===== src/rtl/nios_cpu_mul_seq.sv =====
// rtl/nios_cpu_mul_seq.sv - multiply sequencer around a registered 32x32 low-word multiplier cell
module nios_cpu_mul_seq #(
  parameter int MUL_CELL_LATENCY = 1,
  parameter int DATA_W           = 32
) (
  input  logic              clk,
  input  logic              reset,
  input  logic              flush,
  input  logic              req_valid,
  output logic              req_ready,
  input  logic [1:0]        req_op,
  input  logic [DATA_W-1:0] req_src1,
  input  logic [DATA_W-1:0] req_src2,
  output logic [DATA_W-1:0] M_mul_src1,
  output logic [DATA_W-1:0] M_mul_src2,
  input  logic [DATA_W-1:0] M_mul_cell_result,
  output logic              rsp_valid,
  output logic [DATA_W-1:0] rsp_data,
  input  logic              rsp_ready
);

  localparam int L = MUL_CELL_LATENCY;
  localparam logic [1:0] OP_MUL = 2'b00;

  typedef enum logic [1:0] {IDLE, ISSUE, WAIT, DONE} state_t;

  state_t      state_q;
  logic [1:0]  op_q;
  logic [31:0] a_q, b_q;
  logic [63:0] acc_q;
  logic [1:0]  issue_cnt_q;
  logic [L:0]  tag_vld_q;
  logic [1:0]  tag_idx_q [0:L];

  logic [1:0]  last_idx;
  logic [31:0] pair_a_d, pair_b_d;
  logic        cap_vld, cap_last;
  logic [1:0]  cap_idx;
  logic [63:0] term, acc_d;
  logic [31:0] final_d;

  assign req_ready = (state_q == IDLE) && !reset;
  assign last_idx  = (op_q == OP_MUL) ? 2'd0 : 2'd3;

  // Partial-product operand selection: zero-extended 16-bit halves for high-word ops
  always_comb begin
    pair_a_d = a_q;
    pair_b_d = b_q;
    if (op_q != OP_MUL) begin
      pair_a_d = {16'h0, issue_cnt_q[1] ? a_q[31:16] : a_q[15:0]};
      pair_b_d = {16'h0, issue_cnt_q[0] ? b_q[31:16] : b_q[15:0]};
    end
  end

  // Tag at stage L lines up with the cell result for the pair it describes
  assign cap_vld  = tag_vld_q[L];
  assign cap_idx  = tag_idx_q[L];
  assign cap_last = cap_vld && (cap_idx == last_idx);

  always_comb begin
    term = {32'h0, M_mul_cell_result};
    case (cap_idx)
      2'd0:    term = {32'h0, M_mul_cell_result};
      2'd3:    term = {M_mul_cell_result, 32'h0};
      default: term = {16'h0, M_mul_cell_result, 16'h0};
    endcase
    acc_d = acc_q + term;
    case (op_q)
      2'b00:   final_d = M_mul_cell_result;
      2'b01:   final_d = acc_d[63:32];
      2'b10:   final_d = acc_d[63:32] - (a_q[31] ? b_q : 32'h0);
      default: final_d = acc_d[63:32] - (a_q[31] ? b_q : 32'h0) - (b_q[31] ? a_q : 32'h0);
    endcase
  end

  always_ff @(posedge clk) begin
    if (reset) begin
      state_q     <= IDLE;
      op_q        <= 2'b00;
      a_q         <= 32'h0;
      b_q         <= 32'h0;
      acc_q       <= 64'h0;
      issue_cnt_q <= 2'd0;
      tag_vld_q   <= '0;
      for (int i = 0; i <= L; i++) tag_idx_q[i] <= 2'd0;
      M_mul_src1  <= '0;
      M_mul_src2  <= '0;
      rsp_valid   <= 1'b0;
      rsp_data    <= '0;
    end else begin
      tag_vld_q    <= {tag_vld_q[L-1:0], 1'b0};
      tag_idx_q[0] <= issue_cnt_q;
      for (int i = 1; i <= L; i++) tag_idx_q[i] <= tag_idx_q[i-1];
      M_mul_src1 <= '0;
      M_mul_src2 <= '0;
      if (flush) begin
        state_q     <= IDLE;
        rsp_valid   <= 1'b0;
        tag_vld_q   <= '0;
        issue_cnt_q <= 2'd0;
      end else begin
        case (state_q)
          IDLE: begin
            if (req_valid) begin
              op_q        <= req_op;
              a_q         <= req_src1;
              b_q         <= req_src2;
              acc_q       <= 64'h0;
              issue_cnt_q <= 2'd0;
              state_q     <= ISSUE;
            end
          end
          ISSUE: begin
            M_mul_src1   <= pair_a_d;
            M_mul_src2   <= pair_b_d;
            tag_vld_q[0] <= 1'b1;
            if (issue_cnt_q == last_idx) begin
              issue_cnt_q <= 2'd0;
              state_q     <= WAIT;
            end else begin
              issue_cnt_q <= issue_cnt_q + 2'd1;
            end
          end
          DONE: begin
            if (rsp_ready) begin
              rsp_valid <= 1'b0;
              state_q   <= IDLE;
            end
          end
          default: ;
        endcase
        // The last capture can only arrive after issuing finished, so it never races ISSUE
        if (cap_vld) begin
          acc_q <= acc_d;
          if (cap_last) begin
            rsp_data  <= final_d;
            rsp_valid <= 1'b1;
            state_q   <= DONE;
          end
        end
      end
    end
  end

endmodule


===== config.mk =====
export PLATFORM = sky130hd
export DESIGN_NAME = nios_cpu_mul_seq
export DESIGN_NICKNAME = d
export VERILOG_FILES = /design/src/rtl/nios_cpu_mul_seq.sv
export SDC_FILE = /design/constraint.sdc
export NUM_CORES = 1
export LEC_CHECK = 0
export BUFFER_PORTS_ARGS = -buffer_cell sky130_fd_sc_hd__clkbuf_2
export CAP_MARGIN = 20
export CORE_ASPECT_RATIO = 1.5
export CORE_MARGIN = 8
export CORE_UTILIZATION = 55
export CTS_CLUSTER_DIAMETER = 100
export CTS_CLUSTER_SIZE = 20
export DETAILED_ROUTE_END_ITERATION = 7
export PLACE_DENSITY_LB_ADDON = 0.25
export SLEW_MARGIN = 5
export SYNTH_ARGS = -nofsm -noshare
export SYNTH_HDL_FRONTEND = slang
export SYNTH_SLANG_ARGS = --single-unit

===== constraint.sdc =====
create_clock -name clk -period 10.48 [get_ports clk]
set_input_delay 1.048 -clock clk [delete_from_list [all_inputs] [get_ports clk]]
set_output_delay 1.048 -clock clk [all_outputs]
set_load 0.05 [all_outputs]

After elaboration in Yosys (flattened, before gate mapping):

Memory sizes are Yosys's and may differ from the RTL's.
Index checks and enable logic that the tools add are counted.
Widths: inputs -> output; s select.

* flip-flop bits (word level): 233
* memory bits (writable): 4
* input bits: 103
* output and inout bits: 98
* logic and storage cells: 78
* memories: 1

Memories
* tag_idx_q: words 2, width 2, rd ports 2, clocked after Yosys merged registers in 0, wr ports 2, RTL line 33 `logic [1:0] tag_idx_q [0:L];`

* add/subtract/negate cells: 4
* equality and inequality tests: 8
* multiplexer cells: 31
* bitwise logic cells: 4
* reduce and logical (&&, ||, !) cells: 17

Operator list (number)
* $mux 64: 3
* $pmux 64 s2: 1
* $pmux 32 s3: 1
* $add 64x64->64: 1
* $mux 16: 4
* $mux 32: 2
* $sub 32x32->32: 2
* $mux 2: 10
* $reduce_and 3->1: 3
* $mux 1: 8
* $reduce_bool 2->1: 4
* $eq 2x2->1 const B: 3
* $logic_not 2->1: 3
* $pmux 2 s3: 1
* $eq 2x1->1 const B: 2
* $eq 2x2->1: 2
* $pmux 2 s2: 1
* $reduce_or 4->1: 1
* $reduce_or 3->1: 1
* $add 2x1->2 const B: 1
* $logic_and 1x1->1: 2
* $ne 2x2->1 const B: 1
* $not 1->1: 2
* $or 1x1->1: 2
* other kinds (3): 3

Logic depth before layout (Yosys ltp):

Gate-level depths: netlist of the first run.

* depth in word-level cells: 7
* mapped depth: 44
* depth with buffers taken out: 43

Least setup slack after synthesis of the first run:

OpenSTA, ideal clock, no wires.

* kind: register -> register
* start: memory tag_idx_q[1][0], in the netlist tag_idx_q[0][2]
* end: register rsp_data[30]
* library setup time: 130 ps
* arrival: 8599 ps
* required time: 10350 ps
* slack: 1751 ps
* cell stages (with the launch flop): 41
* path buffers: 1
* clock period less this slack: 8729 ps
* cell sequence: dfxtp_1 -> inv_1 -> ha_1 -> nor2b_1 -> clkbuf_1 -> and2_1 -> ha_1 -> inv_1 -> fa_1 -> nand2b_1 -> a21oi_1 -> o211ai_1 -> o211ai_1 -> a31o_2 -> a21oi_1 -> xor2_1 -> ha_1 -> inv_1 -> (+5 left out) -> o21a_2 -> o21ai_0 -> xor2_1 -> ha_1 -> or4_1 -> a211oi_1 -> nor2_1 -> or4_1 -> a41oi_1 -> o31a_1 -> o22ai_1 -> o221a_2 -> a2111oi_2 -> nor3_2 -> a2111oi_2 -> o41ai_1 -> o211ai_1 -> o211ai_1

RTL lines
* from (decl): RTL line 33
* to (signal assigned): RTL line 136 `rsp_data <= final_d;`
* to (decl): RTL line 18 `output logic [DATA_W-1:0] rsp_data,`

==> impl_results.md, run 1 <==
- Mapped Nets: roughly 2500
- Die extent in x: 159 µm
- Worst path max stage delay: 0.60 ns
- DR iter-0 viols: 1441
- CP arrival: 10.39 ns
- PwrDens: 107 nW/µm²
- Fmax: roughly 100 MHz
- Layout cells sized above 1: 0.136
- P&R area growth vs syn: 10.1%
- Routability cong.: 1.10
- Min-Delay Path Depth: 1
- CTS root buffer: clkbuf_16
- Worst-path clk slew: 0.09 ns
- Reg2reg end: rsp_data[28]$_SDFFE_PP0P_
- Longest Clk Path Bufs: 3
- Seq cells post-synth: 237
- Global Route Usage Sum: 0.361
- # DRC: 0
- Fin. Hold Viols: 0
- Routed wire length: 67500 µm
- Number of global-route vias before repair: 17100
- H-tree levels: 1
- Global-route wire length before repair: 99900 µm
- HPWL Detailed: 51800 µm
- Asr flop ratio synth: 0
- RSZ-0062 raised after global routing: no
- Worst-margin pin slew: slightly above 1 ns
- Worst hold start: tag_vld_q[0]$_SDFF_PP0_
- I/O pins: 201
- Pwr Total: 1.98 mW
- Number of synthesized flops with an enable pin: 0
- Peak supply drop: roughly 0.14 mV
- Num rows: 78
- Max Transition Viols Final: 0
- Antenna Nets Post-Route: 0
- Largest net degree at the start of global routing: 87
- Ys flop type: dfxtp_1
- Class of the worst hold path: register to register
- CTS buffer count: 15
- WS Path Type: register to register
- Total Nets Final: around 2600
- CP Max Fanout: 18
- Mean area per synthesized cell: 7.51 µm²
- Number of antenna violations at the first check in global routing: 1
- Worst-Skew Late Latency: approximately 0.5 ns
- Final setup viols: 0
- Worst Hold End: tag_vld_q[1]$_SDFF_PP0_
- TritonCTS Sinks: 237
- TritonCTS clock tree: done
- Worst r2r src: tag_idx_q[0][2]$_SDFF_PP0_
- Crit-path slowest cell: or4_1
- Status: finished, final reports clean
- Synth cell types: 85
- Post-synthesis sequential area ratio: 0.282
- Mapped Cells: 2238
- Max_slew headroom: 0.317
- Via/cell ratio: approximately 6.3
- CP endpoint kind: register
- Die ar.: 36500 µm²
- Reg2Reg Setup Slack: 0.49 ns
- Core area: 30200 µm²
- GRT overflow: 0
- Die Y: about 230 µm
- Req. time, crit path: 10.89 ns
- Cts hold-fix bufs: 0
- Post-Route Setup TNS: 0 ns
- Post-synthesis cell area: about 17000 µm²
- Maxcap violations: 0
- YS warnings: 0
- Avg WL per Cell: 24.4 µm
- Layout Skew: 0.0267 ns
- P_leak: 7.52 nW
- TritonRoute pass-1 iters: 6
- Fin crit period: 9.99 ns
- Final worst-path cycle share: 0.953
- Worst R2R Path Depth: 40
- Most frequent cells in the layout: nand2_1, a21oi_1, dfxtp_1
- CP Launch Type: register
- Vias: between 15000 and 20000
- Commonest non-fill, non-tap cell in the layout: nand2_1
- Port Buf Inserts: 200
- Starting Density: 0.557
-- cells in the mapped netlist, types with 22 or more instances --
cell type	instances	area (µm²)
a211oi_1	25	188
xnor2_1	82	718
inv_1	38	143
o21ai_0	108	541
nor2b_1	22	138
a21o_1	32	240
nor3_1	31	155
clkbuf_1	95	357
and2_1	77	482
ha_1	119	1490
nor2_1	126	473
a31oi_1	23	144
dfxtp_1	237	4740
a21oi_1	297	1490
nand2_1	478	1790
nand3_1	71	355
xor2_1	39	342
-- layer usage --
metal | global-route usage | vias to the layer above | share of wire
met5 | 0 | - | 0.00016
met3 | 0.0650 | 268 | 0.072
li1 | - | 8130 | -
met2 | 0.619 | 825 | 0.49
met1 | 0.371 | 8164 | 0.35
met4 | 0.307 | 2 | 0.097
-- timing repair --
item | 4_1_cts | 5_1_grt
endpoints found under the setup margin | 0 | 8
resized for setup | 0 | 4
buffers inserted | 0 | 0
-- kinds of logic after synthesis --
group,synth area share
AOI/OAI and AO/OA,0.237
and+or+nand+nor,0.248
xor gates and xnor gates,0.0719
adders and majority gates,0.0928
buffers and inverters,0.0369
DFF,0.282
muxes,0.0311
-- how the worst max path moves through the flow --
stage	depth (start not counted)	endpoint	slack, ns	from
after floorplan	40	rsp_data[30]$_SDFFE_PP0P_	1.75	tag_idx_q[0][2]$_SDFF_PP0_
after global placement	40	rsp_data[30]$_SDFFE_PP0P_	0.66	tag_idx_q[0][2]$_SDFF_PP0_
after detailed placement	41	rsp_data[28]$_SDFFE_PP0P_	0.48	tag_idx_q[0][3]$_SDFF_PP0_
after CTS	41	rsp_data[28]$_SDFFE_PP0P_	0.42	tag_idx_q[0][3]$_SDFF_PP0_
after global routing	40	rsp_data[28]$_SDFFE_PP0P_	0.04	tag_idx_q[0][3]$_SDFF_PP0_
final	40	rsp_data[28]$_SDFFE_PP0P_	0.49	tag_idx_q[0][2]$_SDFF_PP0_
-- layout make-up --
cell class | instances | area (µm²)
multi-input cells | 1841 | 11500
repair buffers | 232 | 1240
flip-flops and latches | 237 | 4750
fillers | 2758 | 11700
clock buffers | 17 | 393
inverters | 39 | 146
well taps | 400 | 500
diodes | 1 | 2.50
-- state kept, by name (all words and copies together) (netlist names) --
name and cells:
issue_cnt_q 2, M_mul_src2 32, tag_idx_q 4, op_q 2, state_q 2, acc_q 64
b_q 32, tag_vld_q 2, a_q 32, rsp_valid 1, rsp_data 32, M_mul_src1 32
-- power by group --
group	switching (mW)	internal, mW	total, mW
combinational	0.281	0.187	0.468
clock	0.317	0.266	0.583
sequential	0.0190	0.914	0.933
-- worst max-delay path: cells and delay by family (launching register included) --
kind / cells / cell delay, ns
flops: 1 / 0.33
fa+ha+maj: 6 / 1.82
simple gates: 10 / 2.52
xor+xnor: 2 / 0.50
buf+inv: 4 / 0.42
compound gates: 18 / 4.25
-- metrics by stage --
stage               cell area [µm²]  setup WS, ns  hold WS [ns]   util  std cells
finish                        18500         0.494         0.436  0.613       2767
global route                  18500        0.0368         0.470  0.613       2766
CTS                           18500         0.417         0.438  0.613       2764
detailed placement            18100         0.476         0.418  0.600       2747
global placement              18100         0.663         0.413  0.600       2747
floorplan                     16800          1.75         0.406      -       2238
Note: power is estimated with default switching activity, not from simulation.
==> inputs of run 2 (changes only) <==
--- a/config.mk
+++ b/config.mk
@@ -13,6 +13,7 @@
 export CTS_CLUSTER_DIAMETER = 100
 export CTS_CLUSTER_SIZE = 20
 export DETAILED_ROUTE_END_ITERATION = 7
+export GPL_ROUTABILITY_DRIVEN = 0
 export PLACE_DENSITY_LB_ADDON = 0.25
 export SLEW_MARGIN = 5
 export SYNTH_ARGS = -nofsm -noshare
==> constraint.sdc (replaced) <==
create_clock -name clk -period 10.48 [get_ports clk]
set_input_delay 1.572 -clock clk [delete_from_list [all_inputs] [get_ports clk]]
set_output_delay 1.572 -clock clk [all_outputs]
set_load 0.05 [all_outputs]
==> run 2 against run 1 <==
Against the previous run:
- non-clock buffer count up 4
- power up 0.92%
- largest cell class unchanged
- first-iteration DRC count up 36%
- critical path type is now input pin to register
- register-to-register slack better by 0.06 ns
- wire length down 3.8%
==> impl_results.md, run 2 (synthesis results as in run 1) <==
- Max Transition Viols Final: 0 (unchanged)
- GRT overflow: 0 (unchanged)
- Commonest non-fill, non-tap cell in the layout: nand2_1 (unchanged)
- Dominant delay contributor by cell family on the critical path: compound AO/OA/AOI/OAI gates (unchanged)
- Post-Route Setup TNS: 0 ns (unchanged)
- P_leak: 7.55 nW (was 7.52 nW)
- TritonRoute pass-1 iters: 6 (unchanged)
- Most frequent CP cell: a21oi_1
- Worst path max stage delay: 0.59 ns (was 0.60 ns)
- I/O pins: 201 (unchanged)
- Gate power share: 0.241 (was 0.236)
- Worst-margin pin slew: 0.937 ns (was 1.01 ns)
- Via/cell ratio: 6.42 (was 6.28)
- Dpl cells: 2750 (was 2747)
- Setup repair bufs after CTS: 0 (unchanged)
- Pwr Total: 2.00 mW (was 1.98 mW)
- Die ar.: 36500 µm² (unchanged)
- Final worst-path cycle share: 0.957 (was 0.953)
- Number of antenna violations at the first check in global routing: 6 (was 1)
- Avg WL per Cell: 23.4 µm (was 24.4 µm)
- Layout cells sized above 1: 0.138 (was 0.136)
- Cell Int Power: 1.37 mW (about the same)
- Psw: 0.629 mW (was 0.617 mW)
- Number of global-route vias before repair: 17400 (was 17100)
- P&R area growth vs syn: 10.5% (was 10.1%)
- Maxcap violations: 0 (unchanged)
- Core area: 30200 µm² (unchanged)
- Die Y: 230 µm (unchanged)
- Worst R2R Path Depth: 40 (unchanged)
- Peak supply drop: 0.120 mV (was 0.140 mV)
- Worst hold start: tag_idx_q[0][1]$_SDFF_PP0_ (was tag_vld_q[0]$_SDFF_PP0_)
- Crit-path slowest cell: or4_1 (unchanged)
- Most flop-heavy register: acc_q (unchanged)
- Sw frac: 0.314 (was 0.311)
- Filler cell count: 2774 (was 2758)
- Fmax: 99.7 MHz (was 100 MHz)
- TritonCTS Sinks: 237 (unchanged)
- Vias: 17800 (was 17400)
- Worst r2r src: tag_idx_q[0][3]$_SDFF_PP0_ (was tag_idx_q[0][2]$_SDFF_PP0_)
- Reg2reg end: rsp_data[30]$_SDFFE_PP0P_ (was rsp_data[28]$_SDFFE_PP0P_)
- Final Util: 0.615 (was 0.613)
- H-tree levels: 1 (unchanged)
- Num rows: 78 (unchanged)
- Final setup viols: 0 (unchanged)
- Port Buf Inserts: 200 (unchanged)
- Worst-Skew Late Latency: 0.52 ns (was 0.51 ns)
- RSZ-0062 raised after global routing: no (unchanged)
- Status: finished, final reports clean (unchanged)
- Longest Clk Path Bufs: 3 (unchanged)
- PostCTS Resize Cnt: 0 (unchanged)
- # DRC: 0 (unchanged)
- Fin. Hold Viols: 0 (unchanged)
- Clock power frac: 0.294 (about the same)
- Worst-path clk slew: 0.10 ns (was 0.09 ns)
- Reg2Reg Setup Slack: 0.55 ns (was 0.49 ns)
- HPWL Detailed: 47200 µm (was 51800 µm)
- Global-route wire length before repair: 98500 µm (was 99900 µm)
- WS Path Type: input pin to register (was register to register)
- CP arrival: 10.41 ns (was 10.39 ns)
- CTS buffer count: 15 (unchanged)
- Routed wire length: 65000 µm (was 67500 µm)
- Min-Delay Path Depth: 1 (unchanged)
- Seq. cell area: 4750 µm² (unchanged)
- Global Route Usage Sum: 0.351 (was 0.361)
- Starting Density: 0.557 (unchanged)
- Antenna Nets Post-Route: 0 (unchanged)
- CP Max Fanout: 6 (was 18)
- Total Nets Final: 2595 (was 2591)
- Multi-input gate area: 11500 µm² (about the same)
- Class of the worst hold path: register to register (unchanged)
- Most frequent cells in the layout: nand2_1, a21oi_1, dfxtp_1 (unchanged)
- CP endpoint kind: register (unchanged)
- Layout Skew: 0.0356 ns (was 0.0267 ns)
- Stages on worst setup path: 36 (was 40)
- Req. time, crit path: 10.86 ns (was 10.89 ns)
- Max_slew headroom: 0.371 (was 0.317)
- Number of flip-flops in the largest register: 64 (unchanged)
- DR iter-0 viols: 1957 (was 1441)
- PwrDens: 108 nW/µm² (was 107 nW/µm²)
- Register share of total power: 0.465 (was 0.470)
- Bufs and invs on worst path: 1 (was 4)
- CP Launch Type: input pin (was register)
- Largest net degree at the start of global routing: 74 (was 87)
- CTS root buffer: clkbuf_16 (unchanged)
- Worst Hold End: tag_idx_q[0][3]$_SDFF_PP0_ (was tag_vld_q[1]$_SDFF_PP0_)
- Fin crit period: 10.03 ns (was 9.99 ns)
- Die extent in x: 159 µm (unchanged)
- TritonCTS clock tree: done (unchanged)
- Cts hold-fix bufs: 0 (unchanged)
- Final cell count without fillers: 2773 (was 2767)
- WHS: 0.441 ns (was 0.436 ns)
## run 2: changes by cell type in the layout (fill, tap and decap cells not counted), sizes merged
cell	change
buf	+4
diode	+2
## run 2: final cells by class
cell class                 instances  area share
tap                              400      0.0270
timing repair buffer             236      0.0688
inverter                          39     0.00789
sequential                       237       0.256
antenna                            3    0.000405
clock buffer                      17      0.0212
multi-input combinational       1841       0.619
## run 2: worst max path at each step
stage | end | from
after floorplan | rsp_data[30]$_SDFFE_PP0P_ | M_mul_cell_result[0]
after global placement | rsp_data[30]$_SDFFE_PP0P_ | M_mul_cell_result[1]
after detailed placement | rsp_data[30]$_SDFFE_PP0P_ | M_mul_cell_result[8]
after CTS | rsp_data[30]$_SDFFE_PP0P_ | tag_idx_q[0][3]$_SDFF_PP0_
after global routing | rsp_data[30]$_SDFFE_PP0P_ | tag_idx_q[0][3]$_SDFF_PP0_
final | rsp_data[30]$_SDFFE_PP0P_ | M_mul_cell_result[10]
## run 2: metrics by stage
step / instance area, µm² / setup WS [ns]
2_1_floorplan: 16800 / 1.46
3_3_place_gp: 18100 / 0.408
3_5_place_dp: 18100 / 0.262
4_1_cts: 18500 / 0.728
5_1_grt: 18500 / 0.0460
6_report: 18600 / 0.446
## run 2: power groups by stage
stage	Clock [mW]	Sequential [mW]	Combinational [mW]
2_1_floorplan	0	0.946	0.336
3_3_place_gp	0	0.951	0.453
3_5_place_dp	0	0.951	0.463
4_1_cts	0.595	0.930	0.466
5_1_grt	0.624	0.933	0.515
6_report	0.589	0.931	0.482
## run 2: routing by layer
layer / vias to the layer above / GRT usage / wire length, µm
met5: - / 0 / 12
met4: 2 / 0.276 / 6310
met3: 345 / 0.0935 / 6830
met2: 1060 / 0.554 / 29200
met1: 8259 / 0.391 / 22700
li1: 8148 / - / -
